==> src/rtl/t5_fetch_ctrl.sv <==
// t5_fetch_ctrl -- instruction fetch controller.
//
// Drives a single-beat instruction bus and hands instructions to decode.
// Fetches run back to back at one per cycle when decode keeps up. If decode
// holds, the returned word is parked in a buffer. A redirect (bra) either
// retargets immediately, when no bus cycle is waiting, or is remembered in
// tpc. In that second case the outstanding bus cycle is allowed to finish
// before the new address is used.
//
// Ports:
//   sclk, srst      clock, synchronous active-high reset
//   sexe            run enable (0 = issue no new fetches)
//   bra, bpc        redirect request and target (bpc[1:0] ignored)
//   dhld            decode hold
//   iwb_ack/iwb_dat instruction bus acknowledge / read data
//   iwb_adr         word address, fpc[31:2]
//   iwb_stb/iwb_cyc bus strobe / cycle (identical)
//   fpc             PC of the instruction presented to decode
//   ireg            instruction presented to decode
//   sena            decode captures ireg/fpc on this edge
//   dbg_state       current FSM state (IDLE=0, FETCH=1, HOLD=2, FLUSH=3)
//
// Handshake: the bus transfers one word on a cycle where iwb_stb=1 and
// iwb_ack=1. The address is held stable until that happens. Decode takes a
// word on a cycle where sena=1. sena already accounts for dhld and bra.

module t5_fetch_ctrl #(
    parameter logic [31:0] RESET_PC = 32'h0000_0000
) (
    input  logic        sclk,
    input  logic        srst,
    input  logic        sexe,
    input  logic        bra,
    input  logic [31:0] bpc,
    input  logic        dhld,
    input  logic        iwb_ack,
    input  logic [31:0] iwb_dat,
    output logic [29:0] iwb_adr,
    output logic        iwb_stb,
    output logic        iwb_cyc,
    output logic [31:0] fpc,
    output logic [31:0] ireg,
    output logic        sena,
    output logic [1:0]  dbg_state
);

    typedef enum logic [1:0] {
        S_IDLE  = 2'd0,
        S_FETCH = 2'd1,
        S_HOLD  = 2'd2,
        S_FLUSH = 2'd3
    } state_t;

    state_t      state_q, state_d;
    logic [31:0] fpc_q, fpc_d;
    logic [31:0] tpc_q, tpc_d;
    logic [31:0] buf_q, buf_d;
    logic        sena_c;

    // Word-aligned views of the redirect target and the next sequential PC.
    logic [31:0] bpc_al;
    logic [31:0] fpc_inc;

    assign bpc_al  = bpc & 32'hFFFF_FFFC;
    assign fpc_inc = fpc_q + 32'd4;   // wraps modulo 2^32

    always_ff @(posedge sclk) begin
        if (srst) begin
            state_q <= S_IDLE;
            fpc_q   <= RESET_PC & 32'hFFFF_FFFC;
            tpc_q   <= 32'h0;
            buf_q   <= 32'h0;
        end else begin
            state_q <= state_d;
            fpc_q   <= fpc_d;
            tpc_q   <= tpc_d;
            buf_q   <= buf_d;
        end
    end

    always_comb begin
        state_d = state_q;
        fpc_d   = fpc_q;
        tpc_d   = tpc_q;
        buf_d   = buf_q;
        sena_c  = 1'b0;

        unique case (state_q)
            S_IDLE: begin
                if (bra) fpc_d = bpc_al;
                if (sexe) state_d = S_FETCH;
            end

            S_FETCH: begin
                if (iwb_ack) begin
                    if (bra) begin
                        // The returned word belongs to the old path, so drop it.
                        fpc_d = bpc_al;
                    end else if (dhld) begin
                        buf_d   = iwb_dat;
                        state_d = S_HOLD;
                    end else begin
                        sena_c  = 1'b1;
                        fpc_d   = fpc_inc;
                        state_d = sexe ? S_FETCH : S_IDLE;
                    end
                end else if (bra) begin
                    // The bus cycle cannot be aborted. Remember the target.
                    tpc_d   = bpc_al;
                    state_d = S_FLUSH;
                end
            end

            S_HOLD: begin
                if (bra) begin
                    fpc_d   = bpc_al;
                    state_d = S_FETCH;
                end else if (!dhld) begin
                    sena_c  = 1'b1;
                    fpc_d   = fpc_inc;
                    state_d = sexe ? S_FETCH : S_IDLE;
                end
            end

            S_FLUSH: begin
                if (bra) tpc_d = bpc_al;
                if (iwb_ack) begin
                    fpc_d   = bra ? bpc_al : tpc_q;
                    state_d = S_FETCH;
                end
            end

            default: state_d = S_IDLE;
        endcase
    end

    assign iwb_stb   = (state_q == S_FETCH) || (state_q == S_FLUSH);
    assign iwb_cyc   = iwb_stb;
    assign iwb_adr   = fpc_q[31:2];
    assign fpc       = fpc_q;
    assign ireg      = (state_q == S_HOLD) ? buf_q : iwb_dat;
    assign sena      = sena_c & ~srst;
    assign dbg_state = state_q;

endmodule

==> config.mk <==
export PLATFORM = sky130hd
export DESIGN_NAME = t5_fetch_ctrl
export DESIGN_NICKNAME = d
export VERILOG_FILES = /design/src/rtl/t5_fetch_ctrl.sv
export SDC_FILE = /design/constraint.sdc
export NUM_CORES = 1
export LEC_CHECK = 0
export CAP_MARGIN = 40
export CORE_MARGIN = 1.5
export CORE_UTILIZATION = 45
export CTS_BUF_LIST = sky130_fd_sc_hd__clkbuf_4 sky130_fd_sc_hd__clkbuf_8
export CTS_CLUSTER_DIAMETER = 200
export DETAILED_ROUTE_END_ITERATION = 12
export GPL_TIMING_DRIVEN = 0
export PLACE_DENSITY = 0.79
export SLEW_MARGIN = 10
export SYNTH_ARGS = -nofsm -noshare
export SYNTH_HDL_FRONTEND = slang
export SYNTH_SLANG_ARGS = --single-unit
==> constraint.sdc <==
create_clock -name sclk -period 2.04 [get_ports sclk]
set_clock_uncertainty 0.05 [all_clocks]
set_input_delay 0.408 -clock sclk [delete_from_list [all_inputs] [get_ports sclk]]
set_output_delay 0.408 -clock sclk [all_outputs]
set_load 0.02 [all_outputs]
After elaboration in Yosys (flattened, before gate mapping)
Cells that the tools add are included.
Word-level totals
  output and inout bits: 99
  register bits: 98
  bits of input ports: 70
Cells by class
  bitwise operators: 3
  equality and inequality tests: 11
  add/sub/neg operators: 1
  mux-type cells: 24
  reductions and logical operators: 7
Operator list (number)
  two-way mux 32 bit: 8
  case mux 32 bit (4 select lines): 1
  case mux 32 bit (2 select lines): 1
  adder 32 x 3 -> 32 bit (second input constant): 1
  two-way mux 2 bit: 8
  != test 2 bit (second input constant): 5
  != test 3 bit (second input constant): 3
  case mux 2 bit (4 select lines): 1
  AND reduction 5 bit: 1
  equality test 2 bit (second input constant): 2
  two-way mux 1 bit: 4
  AND reduction 4 bit: 1
  AND reduction 3 bit: 1
  equality test 2 x 1 -> 1 bit (second input constant): 1
  logical NOT 2 bit: 1
  inverter 1 bit: 2
  case mux 1 bit (2 select lines): 1
  AND reduction 2 bit: 1
  nonzero test 2 bit: 1
  bitwise AND 1 bit: 1
  logical OR 1 bit: 1

Depth between registers and ports, before layout
Gate-level depths: netlist of the first run.
  word-level depth: 5
  gate-level depth with buffers: 10
  mapped depth without buffers: 7

Least setup slack after synthesis of the first run
Ideal clock, no wire load.
  path type: register to output
  start point: reg state_q[1], in the netlist dbg_state[1]
  end point: out sena
  setup slack: -0.375 ns
  cell stages (with the launch flop): 6
  data arrival time: 1.957 ns
  data required time: 1.582 ns
  cell sequence: dfxtp_1 > ha_1 > clkbuf_1 > clkbuf_1 > a21oi_1 > nor4_1
On the way
  word-level cells in the longest chain between the ends: 3
RTL lines
  from (decl): RTL line 54  | state_t state_q, state_d;
  from (signal assigned): RTL line 74  | state_q <= state_d;
  equality test 2 bit / equality test 2 x 1 -> 1 bit (equally long branches): RTL line 88  | unique case (state_q)
  case mux 1 bit (2 select lines) *: RTL line 88
  bitwise AND 1 bit *: RTL line 142  | assign sena = sena_c & ~srst;
  to (decl): RTL line 43  | output logic sena,
Mark *: on every way between the ends. The rest lies on a longest branch, timed or not.

Worst setup path after layout of the first run
  start point: reg state_q[0], in the netlist dbg_state[0]
  end point: reg fpc_q[28], in the netlist fpc[28]
On the way
  word-level cells in the longest chain between the ends: 3
RTL lines
  equality test 2 x 1 -> 1 bit, or another cell as far along: RTL line 88
  != test 2 bit (no line)
  AND reduction 3 bit (no line)
  to (signal assigned): RTL line 70  | fpc_q <= RESET_PC & 32'hFFFF_FFFC;
  to (signal assigned): RTL line 75  | fpc_q <= fpc_d;
  to (decl): RTL line 55  | logic [31:0] fpc_q, fpc_d;
Several ways; a longest one is shown, not always the timed one.
A chain may end at the register's enable or synchronous reset.

==> results.sh, run 1 <==
export IMPL_area_growth_pct=55.9
export IMPL_cp_end_kind="flip-flop"
export IMPL_wl_per_cell_microns=20.5
export IMPL_vias=6956
export IMPL_violations="negative setup slack"
export IMPL_tns_ns=-9.80
export IMPL_ys_seq_area_frac=0.327
export IMPL_cts_buffers=9
export IMPL_final_area_sq_um=9340
export IMPL_cts_sinks=98
export IMPL_synth_area_top_cells="dfxtp_1 (33%), nand2_1 (10%), a21oi_1 (6.3%)"
export IMPL_tritoncts="done"
export IMPL_avgSynthCellArea_sq_um=7.98
export IMPL_grt_pass1_vias=6315
export IMPL_critPathKind="flip-flop to flip-flop"
export IMPL_setup_worst_path_start="dbg_state[0]$_SDFFE_PP0P_"
export IMPL_cts_max_level=3
export IMPL_grt_start_max_net_pins=16
export IMPL_async_flop_share=0
export IMPL_io_pins=169
export IMPL_cellPowerDensity_nw_per_um2=666
export IMPL_synth_net_count=827
export IMPL_synth_top_cell_area_share=0.327
export IMPL_dpl_worst_slack_ns=-1.25
export IMPL_start_kind="flip-flop"
export IMPL_reg2reg_slack_ns=-0.21
export IMPL_ant_nets=0
export IMPL_yosys_warnings=0
export IMPL_nets=1037
export IMPL_period_needed_ns=2.25
export IMPL_period_share=1.11
export IMPL_worstPathMaxFanout=6
export IMPL_syn_inst=751
export IMPL_drtPass1Iterations=7
export IMPL_io_buffers=166
export IMPL_hold_ws_ns=0.408
export IMPL_cts_clk_slew_worst_paths_ns=0.10
export IMPL_post_synth_top_area_cell="dfxtp_1"
export IMPL_die_x_microns=118
export IMPL_regToRegStartpoint="dbg_state[0]$_SDFFE_PP0P_"
export IMPL_grt_pass1_wl_microns=33800
export IMPL_rsz0062_at_grt="yes"
export IMPL_grt_overflow=0
export IMPL_drtIter0Drc=923
export IMPL_ys_ff_latch=98
export IMPL_ys_flop_type="dfxtp_1"
export IMPL_grt_use_total=0.303
export IMPL_cts_buffer_depth=2
export IMPL_fp_coreArea_sq_um=12800
export IMPL_start_util=0.467
export IMPL_hold_viol_final=0
export IMPL_worst_pin_slew_ns=0.687
export IMPL_layout_setup_ws_ns=-0.215
export IMPL_power_leakage_uw=0.00346
export IMPL_drcViolationCount=0
export IMPL_core_rowCount=41
export IMPL_finalSetupViolCount=64
export IMPL_routabilityCongestion=0.935
export IMPL_antenna_found_initial=0
export IMPL_clock_root_buffer="clkbuf_8"
export IMPL_crit_required_ns=2.26
export IMPL_dieArea_sq_um=14000
export IMPL_routed_wl_microns=23300
export IMPL_syn_area_sq_um=5990
export IMPL_place_area_sq_um=7960
export IMPL_hp_start="buf_q[3]$_SDFFE_PP0P_"
export IMPL_clock_latency_ns=0.39
export IMPL_synth_edf_count=0
export IMPL_hpwl_microns=14400
export IMPL_ir_drop_v=0.000610
export IMPL_status="complete, but fails checks"
export IMPL_hp_class="flip-flop to flip-flop"
export IMPL_viasPerCell=6.12
export IMPL_die_y_microns=118
export IMPL_cp_arrival_ns=2.48
export IMPL_synth_cell_types=71
export IMPL_cap_violations=0
export IMPL_slew_violations=0
export IMPL_diodes=0
export IMPL_drive_above_1_share=0.319
export IMPL_clock_fmax_mhz=444
export IMPL_relSlewSlack=0.542
## cells in the final DEF (no fill, tap or decap), types with 5 or more instances in the layout
cell	instances
nand2_1	158
clkdlybuf4s50_1	129
a21oi_1	74
dfxtp_1	67
buf_4	51
buf_6	48
mux2_4	23
nor2_1	23
dfxtp_2	23
o21ai_0	22
a22o_1	18
clkbuf_8	14
nand4_1	14
a221oi_2	13
clkbuf_2	11
inv_1	11
mux2_2	10
clkbuf_4	10
clkbuf_1	10
and3_1	10
a221oi_4	9
nor3_1	9
xnor2_1	9
nand3_1	8
a21o_1	8
dfxtp_4	8
buf_2	7
a22oi_1	7
a211oi_2	7
a211oi_1	7
clkbuf_16	6
nand2b_1	6
buf_12	6
nor2_4	5
nor2_2	5
a31oi_1	5
## per-layer routing
layer | part of all wire | wire [microns] | global-route usage | vias to the layer above
li1 | - | - | - | 3118
met1 | 0.36 | 8470 | 0.350 | 3241
met2 | 0.47 | 11000 | 0.508 | 498
met3 | 0.12 | 2780 | 0.0951 | 99
met4 | 0.042 | 970 | 0.143 | 0
met5 | 0 | 0 | 0 | -
## worst max-delay path, cell delays in order, from the launching register on
cell and delay (ns):
dfxtp_4 0.41, inv_6 0.05, ha_4 0.26, and3b_2 0.24
or3_4 0.44, buf_6 0.15, a221oi_4 0.27, a21oi_1 0.11
a2bb2oi_1 0.14
## final cells by class
cell class              count  area (sq um)
multi-input cells         550          4020
fillers                   967          3490
repair buffers            203          2150
flip-flops and latches     98          2020
plain buffers              85           693
well taps                 172           215
clock buffers              11           151
inverters                  14          60.1
clock inverters             4          27.5
## cell families (layout without fill, tap and decap cells)
family | Yosys count | count (layout) | share of synthesized area
AO/OA/AOI/OAI | 217 | 217 | 0.259
XOR/XNOR | 13 | 13 | 0.0190
adder cells (fa/ha/maj) | 6 | 6 | 0.0125
buffers and inverters | 103 | 317 | 0.0927
flip-flops | 98 | 98 | 0.327
multiplexers | 35 | 35 | 0.0654
AND/OR/NAND/NOR | 279 | 279 | 0.224
## worst paths after layout
check,endpoint,cells after the start
worst max-delay path,fpc[28]$_SDFFE_PP0P_,8
worst min-delay path,buf_q[3]$_SDFFE_PP0P_,2
worst max register to register,fpc[28]$_SDFFE_PP0P_,8
worst min register to register,buf_q[3]$_SDFFE_PP0P_,2
## power breakdown
part           switching, uW  total (uW)  leakage, uW  internal [uW]
Sequential               236        2310     0.000812           2080
Combinational           1330        2680      0.00255           1340
Clock                    726        1230    0.0000951            505
Total                   2300        6220      0.00346           3920
## flip-flops by register name, indices dropped and copies added (netlist names)
name,flops
buf_q,32
tpc_q,32
fpc,32
dbg_state,2
## cell usage after synthesis (3+ instances only)
master / instances
and2_1: 3
and3_1: 10
a211oi_1: 13
dfxtp_1: 98
o211ai_1: 4
nor2b_1: 4
o221ai_1: 3
xnor2_1: 9
nor3_1: 10
nand3_1: 8
a22oi_1: 7
nand2_1: 159
buf_6: 4
a21oi_1: 76
o32ai_1: 4
and4_1: 4
nor2_1: 33
inv_1: 14
o21ai_0: 26
a221oi_1: 14
a22o_1: 18
nand4_1: 14
nor4_1: 6
mux2_2: 33
a31oi_1: 5
o21a_1: 3
xor2_1: 4
buf_4: 32
nand2b_1: 7
buf_2: 14
nor3_2: 3
clkbuf_1: 37
a21o_1: 8
ha_1: 6
a222oi_1: 3
a221oi_2: 9
## what timing repair did
action,4_1_cts,5_1_grt
setup buffers,21,10
pin swaps,24,28
resized for setup,325,113
hold buffers,0,0
cloned,6,1
setup endpoints to repair,151,131
## through the flow
| step | util | power (uW) | cells |
|---|---|---|---|
| global placement | 0.621 | 4380 | 1089 |
| CTS | 0.691 | 5910 | 1128 |
| global route | 0.728 | 6430 | 1137 |
| finish | 0.728 | 6220 | 1137 |
| floorplan | - | 3510 | 751 |
| detailed placement | 0.621 | 4410 | 1089 |
Power figures use the tool's default switching activity.
==> run 2: changes to the inputs <==
--- a/config.mk
+++ b/config.mk
@@ -7,12 +7,11 @@
 export LEC_CHECK = 0
 export CAP_MARGIN = 40
 export CORE_MARGIN = 1.5
-export CORE_UTILIZATION = 45
-export CTS_BUF_LIST = sky130_fd_sc_hd__clkbuf_4 sky130_fd_sc_hd__clkbuf_8
+export CORE_UTILIZATION = 40
 export CTS_CLUSTER_DIAMETER = 200
 export DETAILED_ROUTE_END_ITERATION = 12
 export GPL_TIMING_DRIVEN = 0
-export PLACE_DENSITY = 0.79
+export PLACE_DENSITY = 0.71
 export SLEW_MARGIN = 10
 export SYNTH_ARGS = -nofsm -noshare
 export SYNTH_HDL_FRONTEND = slang
==> results.sh, run 2 (synthesized netlist as in run 1, its figures left out) <==
export IMPL_swShare=0.347
export IMPL_filler_cell_count=1196
export IMPL_grt_use_total=0.270
export IMPL_routed_wl_microns=22300
export IMPL_cts_buffer_depth=2
export IMPL_cp_end_kind="flip-flop"
export IMPL_mostFrequentLayoutCells="nand2_1 (158), clkdlybuf4s50_1 (129), a21oi_1 (73)"
export IMPL_finalSetupViolCount=62
export IMPL_violations="negative setup slack"
export IMPL_period_needed_ns=2.27
export IMPL_fp_coreArea_sq_um=14600
export IMPL_antenna_found_initial=0
export IMPL_hp_start="fpc[1]$_SDFFE_PP0P_"
export IMPL_dieArea_sq_um=15700
export IMPL_reg2reg_slack_ns=-0.23
export IMPL_viasPerCell=5.74
export IMPL_pwr_share_seq=0.346
export IMPL_critPathKind="flip-flop to flip-flop"
export IMPL_rsz0062_at_grt="yes"
export IMPL_grt_pass1_wl_microns=34000
export IMPL_drtPass1Iterations=5
export IMPL_worst_pin_slew_ns=0.621
export IMPL_cts_max_level=3
export IMPL_p_sw_uw=2300
export IMPL_status="complete, but fails checks"
export IMPL_crit_required_ns=2.24
export IMPL_layout_setup_ws_ns=-0.230
export IMPL_ir_drop_v=0.000565
export IMPL_core_rowCount=44
export IMPL_clock_root_buffer="clkbuf_16"
export IMPL_p_total_uw=6630
export IMPL_period_share=1.11
export IMPL_grt_overflow=0
export IMPL_hp_class="flip-flop to flip-flop"
export IMPL_nets=1043
export IMPL_multi_input_area_sq_um=3930
export IMPL_io_pins=169
export IMPL_pwr_share_comb=0.386
export IMPL_wl_per_cell_microns=19.2
export IMPL_cp_arrival_ns=2.47
export IMPL_clock_fmax_mhz=441
export IMPL_start_kind="flip-flop"
export IMPL_routabilityCongestion=0.929
export IMPL_ant_nets=0
export IMPL_place_area_sq_um=7980
export IMPL_io_buffers=166
export IMPL_start_util=0.411
export IMPL_hold_path_cell_count=2
export IMPL_power_leakage_uw=0.00355
export IMPL_hold_ws_ns=0.404
export IMPL_hold_buffers=0
export IMPL_final_util=0.642
export IMPL_drtIter0Drc=652
export IMPL_hold_viol_final=0
export IMPL_r2r_cells=10
export IMPL_grt_pass1_vias=6371
export IMPL_worstPathMaxFanout=6
export IMPL_drcViolationCount=0
export IMPL_cap_violations=0
export IMPL_area_growth_pct=56.3
export IMPL_diodes=0
export IMPL_die_x_microns=125
export IMPL_drive_above_1_share=0.313
export IMPL_seq_area_sq_um=2000
export IMPL_relSlewSlack=0.586
export IMPL_internal_power_uw=4330
export IMPL_cellPowerDensity_nw_per_um2=708
export IMPL_reg2reg_to="fpc[21]$_SDFFE_PP0P_"
export IMPL_slew_violations=0
export IMPL_cts_clk_slew_worst_paths_ns=0.07
export IMPL_die_y_microns=125
export IMPL_layout_commonest_cell="nand2_1"
export IMPL_cts_sinks=98
export IMPL_cts_buffers=9
export IMPL_tritoncts="done"
export IMPL_grt_start_max_net_pins=18
export IMPL_vias=6630
export IMPL_hpwl_microns=14700
export IMPL_final_area_sq_um=9360
export IMPL_clock_latency_ns=0.36
export IMPL_regToRegStartpoint="dbg_state[0]$_SDFFE_PP0P_"
export IMPL_hold_end="fpc[1]$_SDFFE_PP0P_"
export IMPL_clock_power_share=0.268
run 2: changes by cell type in the layout (fill, tap and decap cells not counted), moves of 5 or more:
| cell | before | now |
|---|---|---|
| buf_2 | 7 | 14 |
| buf_4 | 51 | 57 |
| clkbuf_1 | 10 | 5 |
| clkbuf_16 | 6 | 15 |
| clkbuf_8 | 14 | 2 |
| dfxtp_1 | 67 | 72 |
| dfxtp_4 | 8 | 3 |
| mux2_2 | 10 | 0 |
| mux2_4 | 23 | 33 |
| nor2_1 | 23 | 29 |
run 2: critical path, cell delays in order, from the launching register on:
cell	delay, ns
dfxtp_4	0.38
buf_6	0.12
ha_4	0.15
buf_6	0.13
o21ba_4	0.23
or3_4	0.37
buf_12	0.16
buf_8	0.14
a221oi_2	0.18
o32ai_1	0.14
o21a_1	0.12
run 2: worst max-delay path by stage:
| stage | startpoint | end | slack, ns | depth (start not counted) |
|---|---|---|---|---|
| after floorplan | dbg_state[1]$_SDFFE_PP0P_ | fpc[18]$_SDFFE_PP0P_ | -0.08 | 9 |
| after global placement | bra | sena | -1.28 | 7 |
| after detailed placement | bra | sena | -1.29 | 7 |
| after CTS | dbg_state[0]$_SDFFE_PP0P_ | sena | -0.18 | 7 |
| after global routing | dbg_state[0]$_SDFFE_PP0P_ | fpc[23]$_SDFFE_PP0P_ | -0.23 | 8 |
| final | dbg_state[0]$_SDFFE_PP0P_ | fpc[21]$_SDFFE_PP0P_ | -0.23 | 10 |
run 2: final cells by class:
type	count	area share
inverters	14	0.00641
well taps	184	0.0246
plain buffers	86	0.0740
repair buffers	208	0.229
clock inverters	7	0.00815
clock buffers	9	0.0241
flip-flops and latches	98	0.214
multi-input cells	550	0.420
run 2: power groups by stage:
| stage | clock network [uW] | registers [uW] | logic, uW |
|---|---|---|---|
| CTS | 1800 | 2280 | 2300 |
| global placement | 0 | 2310 | 2090 |
| finish | 1780 | 2290 | 2560 |
| floorplan | 0 | 2370 | 1130 |
| detailed placement | 0 | 2310 | 2110 |
| global route | 1870 | 2320 | 2680 |
run 2: repair_timing:
item | in CTS | in global routing
setup buffers | 15 | 24
endpoints found under the setup margin | 139 | 140
resized for setup | 328 | 95
gates cloned | 3 | 0
pin swaps | 8 | 27
run 2: stage by stage:
stage | std cells | TNS, ns | worst slack [ns]
floorplan | 751 | -0.698 | -0.0792
detailed placement | 1101 | -83.84 | -1.29
global placement | 1101 | -82.83 | -1.28
finish | 1156 | -8.17 | -0.230
CTS | 1133 | -6.42 | -0.176
global route | 1156 | -10.57 | -0.227
run 2: metal layers:
| layer | track usage | share of wire |
|---|---|---|
| met4 | 0.102 | 0.025 |
| met1 | 0.332 | 0.40 |
| met3 | 0.0813 | 0.097 |
| met2 | 0.446 | 0.48 |
| met5 | 0 | 0 |
==> run 3: changes to the inputs <==
--- a/config.mk
+++ b/config.mk
@@ -8,7 +8,7 @@
 export CAP_MARGIN = 40
 export CORE_MARGIN = 1.5
 export CORE_UTILIZATION = 40
-export CTS_CLUSTER_DIAMETER = 200
+export CTS_CLUSTER_DIAMETER = 100
 export DETAILED_ROUTE_END_ITERATION = 12
 export GPL_TIMING_DRIVEN = 0
 export PLACE_DENSITY = 0.71
==> results of run 3 <==
Same layout as run 2: the final DEF is identical, and so are final timing and power.
